<file path="config.mk">
export PLATFORM = sky130hd
export DESIGN_NAME = platform_field_flat
export DESIGN_NICKNAME = d
export VERILOG_FILES = /design/src/rtl/platform_field_if.sv /design/src/rtl/platform_field.sv /design/src/flat_wrapper.sv
export SDC_FILE = /design/constraint.sdc
export NUM_CORES = 1
export LEC_CHECK = 0
export ABC_AREA = 1
export BUFFER_PORTS_ARGS = -buffer_cell sky130_fd_sc_hd__buf_2
export CAP_MARGIN = 30
export CORE_UTILIZATION = 30
export DETAILED_ROUTE_END_ITERATION = 10
export GPL_TIMING_DRIVEN = 0
export SYNTH_ARGS = -nofsm -noshare
export SYNTH_HDL_FRONTEND = slang
export SYNTH_SLANG_ARGS = --single-unit
export TNS_END_PERCENT = 1
</file>
<file path="constraint.sdc">
create_clock -name frame_clk -period 11.65 [get_ports frame_clk]
set_input_delay 0.5825 -clock frame_clk [delete_from_list [all_inputs] [get_ports frame_clk]]
set_output_delay 0.5825 -clock frame_clk [all_outputs]
set_load 0.01 [all_outputs]
</file>
<file path="src/rtl/platform_field_if.sv">
// platform_field_if: ball motion in, platform layout and score out.
interface platform_field_if;
  logic        start;
  logic [10:0] BallX;
  logic [10:0] BallY;
  logic [9:0]  BallVY;
  logic [39:0] PlatX;
  logic [39:0] PlatY;
  logic        land;
  logic [3:0]  scroll_dy;
  logic [15:0] score;
  logic        game_over;
  modport master(output start, BallX, BallY, BallVY,
                 input PlatX, PlatY, land, scroll_dy, score, game_over);
  modport slave(input start, BallX, BallY, BallVY,
                output PlatX, PlatY, land, scroll_dy, score, game_over);
endinterface

</file>
<file path="src/rtl/platform_field.sv">
// platform_field: landing detection, scrolling, platform respawn, score and game-over for the jumper game.
module platform_field #(
  parameter int PLAT_W      = 80,
  parameter int BALL_W      = 8,
  parameter int BALL_H      = 10,
  parameter int LAND_TOL    = 5,
  parameter int SCROLL_LINE = 200,
  parameter int SCROLL_STEP = 2,
  parameter int SCREEN_H    = 480
) (
  input  logic Reset,
  input  logic frame_clk,
  platform_field_if.slave pf
);
  typedef enum logic [1:0] {IDLE, PLAY, SCROLL, OVER} state_t;
  typedef logic [3:0][9:0] plat_t;
  localparam plat_t INIT_X = {10'd200, 10'd380, 10'd100, 10'd240};
  localparam plat_t INIT_Y = {10'd110, 10'd230, 10'd350, 10'd470};
  localparam logic [2:0] NONE = 3'b111;
  state_t state, state_n;
  plat_t plat_x, plat_y, plat_x_n, plat_y_n;
  logic [2:0] last_idx, last_n, win;
  logic [9:0] lfsr, remain, remain_n, respawn_x;
  logic [15:0] score, score_n;
  logic [3:0] scroll_dy, dy_n, hit;
  logic land, land_n, game_over, active, fall;
  logic [10:0] foot, mid;
  assign foot = pf.BallY + 11'(BALL_H);
  assign mid = pf.BallX + 11'(BALL_W / 2);
  assign respawn_x = {1'b0, lfsr[8:0]} > 10'(640 - PLAT_W) ? {1'b0, lfsr[8:0]} - 10'd256 : {1'b0, lfsr[8:0]};
  assign active = state == PLAY || state == SCROLL;
  assign fall = active && foot >= 11'(SCREEN_H - 1);
  for (genvar i = 0; i < 4; i++) begin : g_hit
    logic [10:0] x0, y0, lo;
    assign x0 = {1'b0, plat_x[i]};
    assign y0 = {1'b0, plat_y[i]};
    assign lo = y0 >= 11'(LAND_TOL) ? y0 - 11'(LAND_TOL) : '0;
    assign hit[i] = !pf.BallVY[9] && pf.BallVY != '0 && mid >= x0 && mid <= x0 + 11'(PLAT_W) &&
                    foot >= lo && foot < y0 + 11'(LAND_TOL);
  end
  always_comb begin
    win = NONE;
    for (int i = 3; i >= 0; i--) if (hit[i]) win = 3'(i);
  end
  // Landing is judged on pre-scroll positions; respawn then clears a stale last_idx.
  always_comb begin
    state_n = state;
    plat_x_n = plat_x;
    plat_y_n = plat_y;
    last_n = last_idx;
    score_n = score;
    remain_n = remain;
    land_n = 1'b0;
    dy_n = '0;
    if (state == IDLE && pf.start) state_n = PLAY;
    if (state == OVER && pf.start) begin
      state_n = PLAY;
      plat_x_n = INIT_X;
      plat_y_n = INIT_Y;
      score_n = '0;
      last_n = NONE;
    end
    if (fall) state_n = OVER;
    else if (active) begin
      if (win != NONE) begin
        land_n = 1'b1;
        if (win != last_idx) begin
          last_n = win;
          score_n = score + {15'd0, score != 16'hFFFF};
        end
      end
      if (state == PLAY && pf.BallY < 11'(SCROLL_LINE)) begin
        state_n = SCROLL;
        remain_n = 10'(11'(SCROLL_LINE) - pf.BallY);
      end
      if (state == SCROLL) begin
        dy_n = 4'(SCROLL_STEP);
        remain_n = remain - 10'(SCROLL_STEP);
        state_n = remain <= 10'(SCROLL_STEP) ? PLAY : SCROLL;
        for (int i = 0; i < 4; i++) begin
          plat_y_n[i] = plat_y[i] + 10'(SCROLL_STEP);
          if (plat_y_n[i] >= 10'(SCREEN_H)) begin
            plat_y_n[i] = plat_y_n[i] - 10'(SCREEN_H);
            plat_x_n[i] = respawn_x;
            if (last_n == 3'(i)) last_n = NONE;
          end
        end
      end
    end
  end
  always_ff @(posedge frame_clk or posedge Reset)
    if (Reset) begin
      state <= IDLE;
      plat_x <= INIT_X;
      plat_y <= INIT_Y;
      last_idx <= NONE;
      score <= '0;
      remain <= '0;
      land <= 1'b0;
      scroll_dy <= '0;
      game_over <= 1'b0;
      lfsr <= 10'h2A5;
    end else begin
      state <= state_n;
      plat_x <= plat_x_n;
      plat_y <= plat_y_n;
      last_idx <= last_n;
      score <= score_n;
      remain <= remain_n;
      land <= land_n;
      scroll_dy <= dy_n;
      game_over <= state_n == OVER;
      lfsr <= {lfsr[8:0], lfsr[9] ^ lfsr[6]};
    end
  assign pf.PlatX = plat_x;
  assign pf.PlatY = plat_y;
  assign pf.land = land;
  assign pf.scroll_dy = scroll_dy;
  assign pf.score = score;
  assign pf.game_over = game_over;
endmodule

</file>
<file path="src/flat_wrapper.sv">
// flat-port wrapper written by rule: the top's interface ports become plain ports
module platform_field_flat 
#(
  parameter int PLAT_W      = 80,
  parameter int BALL_W      = 8,
  parameter int BALL_H      = 10,
  parameter int LAND_TOL    = 5,
  parameter int SCROLL_LINE = 200,
  parameter int SCROLL_STEP = 2,
  parameter int SCREEN_H    = 480
)
  (Reset, frame_clk, pf_start, pf_BallX, pf_BallY, pf_BallVY, pf_PlatX, pf_PlatY, pf_land, pf_scroll_dy, pf_score, pf_game_over);
  platform_field_if pf_i ();
  input  logic Reset;
  input  logic frame_clk;
  input wire logic [$bits(pf_i.start)-1:0] pf_start;
  input wire logic [$bits(pf_i.BallX)-1:0] pf_BallX;
  input wire logic [$bits(pf_i.BallY)-1:0] pf_BallY;
  input wire logic [$bits(pf_i.BallVY)-1:0] pf_BallVY;
  output wire logic [$bits(pf_i.PlatX)-1:0] pf_PlatX;
  output wire logic [$bits(pf_i.PlatY)-1:0] pf_PlatY;
  output wire logic [$bits(pf_i.land)-1:0] pf_land;
  output wire logic [$bits(pf_i.scroll_dy)-1:0] pf_scroll_dy;
  output wire logic [$bits(pf_i.score)-1:0] pf_score;
  output wire logic [$bits(pf_i.game_over)-1:0] pf_game_over;
  assign pf_i.start = pf_start;
  assign pf_i.BallX = pf_BallX;
  assign pf_i.BallY = pf_BallY;
  assign pf_i.BallVY = pf_BallVY;
  assign pf_PlatX = pf_i.PlatX;
  assign pf_PlatY = pf_i.PlatY;
  assign pf_land = pf_i.land;
  assign pf_scroll_dy = pf_i.scroll_dy;
  assign pf_score = pf_i.score;
  assign pf_game_over = pf_i.game_over;
  platform_field #(.PLAT_W(PLAT_W), .BALL_W(BALL_W), .BALL_H(BALL_H), .LAND_TOL(LAND_TOL), .SCROLL_LINE(SCROLL_LINE), .SCROLL_STEP(SCROLL_STEP), .SCREEN_H(SCREEN_H)) u_core (.Reset(Reset), .frame_clk(frame_clk), .pf(pf_i));
endmodule
</file>
# Word level (Yosys, flattened, before mapping)
# Cells that the tools add are included.
op_classes:
  mux: 70
  magnitude_cmp: 28
  n_eq_ne: 10
  add_sub_neg: 26
  reduce_logical: 28
  n_bitwise: 2
op_table:
  columns: ["operator", "count"]
  rows:
  - ["two-way mux 40 bit", 8]
  - ["two-way mux 10 bit", 11]
  - ["two-way mux 3 bit", 29]
  - ["two-way mux 16 bit", 5]
  - ["adder 10 x 3 -> 11 bit, second input constant", 4]
  - ["adder 10 x 7 -> 11 bit, second input constant", 4]
  - ["greater-or-equal comparator 11 x 10 -> 1 bit", 4]
  - ["greater-or-equal comparator 11 bit", 4]
  - ["less-or-equal comparator 11 bit", 4]
  - ["< comparator 11 bit", 4]
  - ["two-way mux 11 bit", 4]
  - ["subtractor 10 x 3 -> 11 bit, second input constant", 4]
  - ["adder 10 x 2 -> 10 bit, second input constant", 4]
  - ["greater-or-equal comparator 10 x 3 -> 1 bit, second input constant", 4]
  - ["greater-or-equal comparator 10 x 9 -> 1 bit, second input constant", 4]
  - ["subtractor 10 x 9 -> 10 bit, second input constant", 4]
  - ["logical AND 1 bit", 21]
  - ["adder 16 x 1 -> 16 bit", 1]
  - ["two-way mux 2 bit", 8]
  - ["inequality test 16 bit, second input constant", 1]
  - ["adder 11 x 3 -> 11 bit, second input constant", 1]
  - ["adder 11 x 4 -> 11 bit, second input constant", 1]
  - ["greater-or-equal comparator 11 x 9 -> 1 bit, second input constant", 1]
  - ["< comparator 11 x 8 -> 1 bit, second input constant", 1]
  - ["other kinds (22)", 28]
totals:
  inputBits: 35
  register_bits: 127
  output_inout_bits: 102
  word_cells: 180

# Depth between registers and ports, before layout
depth:
  word_depth: 39
  depth_mapped: 35
  mapped_depth_nobuf: 35

# Worst setup path before layout
# Ideal clock, no wire load.
synth_path:
  kind: "flip-flop to flip-flop"
  start: "reg u_core.plat_y (netlist bit u_core.pf.PlatY[1])"
  end: "reg u_core.score[14] (netlist: u_core.pf.score[14])"
  required_ps: 11571
  arrival_time_ps: 4044
  period_less_slack_ps: 4124
  stages_incl_launch_ff: 29
  setup_ps: 79
  path_buffers: 1
  slack_ps: 7526
  path_cell_list: "dfstp_2 -> inv_1 -> ha_1 -> a21oi_1 -> nand2_1 -> nor3_1 -> o311ai_0 -> or2_2 -> clkbuf_1 -> nand2_1 -> inv_1 -> ha_1 -> nand2_1 -> nor3_1 -> nand2_1 -> nand4_1 -> nand3_1 -> nor2_1 -> nor2_4 -> nor2_4 -> nor2_4 -> nand2_4 -> nand2_8 -> nor2_8 -> inv_4 -> nor3_4 -> nand3_2 -> nor2_2 -> mux2i_1"
synth_via:
  elab_chain_len: 11
  elab_cells_between_ends: 15
  classes_between: "2 x add/sub; 3 x order compare; 2 x eq/ne; 6 x mux; 2 x reduce/logical"
synth_lines:
  columns: ["item", "line_no", "rtl"]
  rows:
  - ["start, declared", "platform_field.sv:21", "plat_t plat_x, plat_y, plat_x_n, plat_y_n;"]
  - ["start signal, assigned", "platform_field.sv:106", "plat_y <= plat_y_n;"]
  - ["subtractor 10 x 3 -> 11 bit / greater-or-equal comparator 10 x 3 -> 1 bit (equally long branches)", "platform_field.sv:37", "assign lo = y0 >= 11'(LAND_TOL) ? y0 - 11'(LAND_TOL) : '0;"]
  - ["two-way mux 11 bit", "platform_field.sv:37", null]
  - ["greater-or-equal comparator 11 bit", "platform_field.sv:39", "foot >= lo && foot < y0 + 11'(LAND_TOL);"]
  - ["logical AND 1 bit", "platform_field.sv:38", "assign hit[i] = !pf.BallVY[9] && pf.BallVY != '0 && mid >= x0 && mid <= x0 + 11'(PLAT_W) &&"]
  - ["logical AND 1 bit (*)", "platform_field.sv:39", null]
  - ["two-way mux 3 bit (*)", "platform_field.sv:43", "for (int i = 3; i >= 0; i--) if (hit[i]) win = 3'(i);"]
  - ["inequality test 3 bit", "platform_field.sv:67", "if (win != last_idx) begin"]
  - ["two-way mux 16 bit", "platform_field.sv:67", null]
  - ["two-way mux 16 bit (*)", "platform_field.sv:65", "if (win != NONE) begin"]
  - ["two-way mux 16 bit (*)", "platform_field.sv:64", "else if (active) begin"]
  - ["two-way mux 16 bit (*)", "platform_field.sv:63", "if (fall) state_n = OVER;"]
  - ["via u_core.score_n[14]", "platform_field.sv:24", "logic [15:0] score, score_n;"]
  - ["end signal, assigned", "platform_field.sv:108", "score <= score_n;"]
  - ["end, declared", "platform_field.sv:24", null]
# The timed path passes the listed nets; every way through them passes the cells marked *.
# A chain may end at the register's enable or synchronous reset.

# Worst setup path in the final report
# Ends and elaborated chain as after synthesis.

==> qor.tcl <==
set qor(routed-via-count) 12906
set qor(wl_per_cell_microns) 16.6
set qor(crit_path_top_delay_cell) {dfstp_2}
set qor(critical_path.top_delay_family) {simple AND/OR/NAND/NOR gates}
set qor(dp_hpwl_microns) 33200
set qor(critPathKind) {reg2reg}
set qor(initial_core_util_pct) 30.4
set qor(crit_path_start_kind) {flop}
set qor(synth-seq-cells) 124
set qor(maximum_number_of_pins_on_one_net_before_global_route_repair) 68
set qor(post_cts.repair.setup_buffers) 0
set qor(max_slew_margin_pct) 37.6
set qor(p_leak_nw) 7.66
set qor(fillCellCount) 4619
set qor(setup_viol) 0
set qor(grtUsageTotal_pct) 19.4
set qor(cts.hold.buffers_added) 0
set qor(buffer_ports.inserted) 131
set qor(antenna_found_initial) 0
set qor(timing.critical_path.required_ps) 12010
set qor(cts_inserted_buffers) 17
set qor(synth_edf_count) 0
set qor(max_slew.worst_pin.slew_ps) 936
set qor(yosys_warnings) 0
set qor(drc) 0
set qor(unrepaired_setup_endpoints_after_global_routing) {no}
set qor(final_nets) 2215
set qor(tritoncts_num_sinks) 124
set qor(route.layer.met1.wl_microns) 19800
set qor(antenna_cells) 0
set qor(timing.final.max_slew_violations) 0
set qor(postSynthCellCount) 1827
set qor(cp_max_fo) 10
set qor(skew_ps) 12.7
set qor(clock_insertion_delay_worst_skew_ps) 440
set qor(cellPowerDensity_nw_per_um2) 172
set qor(multi_input_area_sq_um) 8750
set qor(grt_pass1_wl_microns) 66900
set qor(clockBufferDepth) 2
set qor(setup-tns-final_ps) 0
set qor(mappedNetlistArea_sq_um) 13100
set qor(tritoncts_clock_tree) {done}
set qor(syn_to_final_growth_pct) 15.5
set qor(post_synth_num_cell_types) 63
set qor(finalWorstSetupSlack_ps) 6600
set qor(die_area_sq_um) 44600
set qor(status) {finished, final reports clean}
set qor(ys.flop_type) {dfrtp_1}
set qor(routability_cong) 0.921
set qor(clock-root-buffer) {clkbuf_16}
set qor(vertical_die_dimension_microns) 211
set qor(min_path_type) {in2async}
set qor(highest_clock_rate_mhz) 198
set qor(post_drt_via_cell_ratio) 5.00
set qor(postRouteAntennaNets) 0
set qor(drv.max_cap_violation_count) 0
set qor(dr.pass1.iters) 5
set qor(first_global_vias) 12320
set qor(cts-resized-gates) 0
set qor(met3RoutedLength_microns) 2270
set qor(finalCritPeriodShare_pct) 43.4
set qor(drt_iter0_markers) 961
set qor(floorplan.io_pins) 137
set qor(sequential_standard_cell_area_sq_um) 3160
set qor(syn_avg_cell_area_sq_um) 7.18
set qor(end_kind) {flop}
set qor(worstRegToRegCells) 26
set qor(holdWs_ps) 222
set qor(cp_data_arrival_time_ps) 5410
set qor(clkTransAtPathRegs_ps) 70
set qor(core.rowCount) 76
set qor(finalCriticalPeriod_ps) 5050
set qor(htree_num_levels) 4
set qor(synth_seq_area_share_pct) 24.1
set qor(final-hold-violation-count) 0
set qor(met2RoutedLength_microns) 19600
set qor(synth-async-reset-ratio_pct) 100
set qor(die_w_microns) 211
set qor(global_route.overflow_total) 0
set qor(layout-drive-gt1-share_pct) 14.7
set qor(critical_path.most_common_cell) {nand3_1}
set qor(dpl_worst_slack_ps) 6510
set qor(core_sq_um) 43100
set qor(total_buffers_and_inverters_traversed_by_the_critical_path) 3
set qor(postRouteWirelength_microns) 42800
set qor(crit_cells) 26
set qor(cp_slowest_stage_delay_ps) 600
set qor(max-vdd-ir-drop_uv) 126
set qor(dr.max_layer_used) {met4}
==> final timing paths <==
| check | to | from | slack, ps |
|---|---|---|---|
| setup / recovery | u_core.pf.score[14] | u_core.pf.PlatY[1] | 6600 |
| hold / removal | u_core.pf.PlatY[28] | Reset | 220 |
| setup reg to reg | u_core.pf.score[14] | u_core.pf.PlatY[1] | 6600 |
| hold reg to reg | u_core.lfsr[2] | u_core.lfsr[1] | 390 |
| max in group asynchronous | u_core.pf.PlatX[15] | Reset | 10640 |
| min in group frame_clk | u_core.lfsr[2] | u_core.lfsr[1] | 390 |
==> sequential cells by signal (all words and copies together), names as in the netlist <==
name,flops
u_core.last_idx,3
u_core.lfsr,10
u_core.pf.PlatX,40
u_core.pf.PlatY,40
u_core.pf.game_over,1
u_core.pf.land,1
u_core.pf.score,16
u_core.pf.scroll_dy,1
u_core.remain,10
u_core.state,2
==> area by class of cell <==
type                       count  share of cell area (%)
multi-input combinational   1392                    57.8
sequential                   124                    20.9
inverter                     269                    6.73
tap                          585                    4.83
timing repair buffer         134                    4.61
clock buffer                  18                    2.90
buffer                        44                    1.35
clock inverter                14                   0.974
==> placed cells by master, fill, tap and decap left out, types with 5 or more instances in the layout <==
cell       count
dfstp_2       46
inv_2          6
or2_2          9
clkbuf_1      22
nand4_1       35
buf_4          6
ha_1         198
a21oi_1      105
a21o_1         5
o21ai_0       94
nand3_2        5
nand3b_1       5
a22oi_1        9
o22ai_1        9
o31ai_1       11
nand2_2        9
nand2_1      357
clkinv_1       5
nor2_1       156
inv_1        255
inv_6          7
xnor2_1       13
nor3_1        41
nand3_1      125
clkbuf_16     17
nor2_2         9
buf_2        144
dfrtp_1       78
o21ai_1        9
a31oi_1       13
nor2_4         6
xor2_1        91
nor4_1         9
a211oi_1       7
==> Yosys cell counts (5+ instances only) <==
cell,n,area share (%)
clkinv_1,5,0.14
ha_1,198,19
dfrtp_1,78,15
nand3_2,5,0.38
xnor2_1,13,0.87
inv_2,6,0.17
o22ai_1,9,0.43
a22oi_1,9,0.52
nand3_1,125,4.8
or2_2,9,0.43
nand2_2,9,0.43
nor2_4,6,0.52
nand4_1,35,1.7
xor2_1,92,6.1
o31ai_1,11,0.63
nor2_2,9,0.43
inv_1,256,7.3
clkbuf_1,22,0.63
nor2_1,156,4.5
nand3b_1,5,0.29
o21ai_0,94,3.6
dfstp_2,46,9.2
nand2_1,357,10
a21o_1,5,0.29
a31oi_1,13,0.62
a21oi_1,105,4.0
o21ai_1,9,0.34
nor3_1,41,1.6
a211oi_1,7,0.40
nor4_1,9,0.43
buf_2,13,0.50
==> through the flow <==
| step | util [%] | power [mW] | cells | cell area [sq um] |
|---|---|---|---|---|
| 5_1_grt | 35.2 | 2.83 | 2580 | 15200 |
| 3_3_place_gp | 33.7 | 2.01 | 2545 | 14500 |
| 2_1_floorplan | - | 1.63 | 1829 | 13100 |
| 3_5_place_dp | 33.8 | 2.05 | 2548 | 14600 |
| 6_report | 35.2 | 2.60 | 2580 | 15200 |
| 4_1_cts | 35.2 | 2.60 | 2580 | 15200 |
==> where the power goes <==
| part | leakage [nW] | internal, mW | switching [mW] |
|---|---|---|---|
| Sequential | 1.54 | 0.525 | 0.0838 |
| Combinational | 5.84 | 0.491 | 0.958 |
| Clock | 0.281 | 0.307 | 0.234 |
| Total | 7.66 | 1.32 | 1.28 |
==> cell families (layout without fill, tap and decap cells) <==
kind of cell	count (synthesis)	count (layout)	synth area share, %
buffers and inverters	313	479	9.29
adders and majority gates	198	198	18.9
muxes	4	4	0.305
other	1	3	0.0286
and+or+nand+nor	789	789	27.6
xor gates and xnor gates	105	105	7.01
DFF	124	124	24.1
AOI/OAI and AO/OA	293	293	12.8
==> metal layers <==
metal | vias up | track usage, %
met5 | - | 0
met4 | 0 | 6.80
met3 | 72 | 2.74
met2 | 369 | 31.6
met1 | 6069 | 26.1
li1 | 6396 | -
==> worst reg2reg max path, stage by stage (launching register included) <==
cell,delay (ps)
dfstp_2,600
inv_1,130
ha_1,210
a21oi_1,270
nand2_1,110
nor3_1,260
o311ai_0,230
or2_2,310
clkbuf_1,220
nand3_1,140
ha_1,260
a21oi_1,140
nor2_1,60
o21ai_0,140
nand4_1,310
nand3_1,290
nand3_1,90
nand2_1,120
nor2_4,50
nand2_4,90
nand2_8,80
nor2_8,170
inv_4,100
nor3_4,170
nand3_2,120
nor2_2,110
mux2i_1,180
No activity file was read; power rests on OpenSTA's default activity.
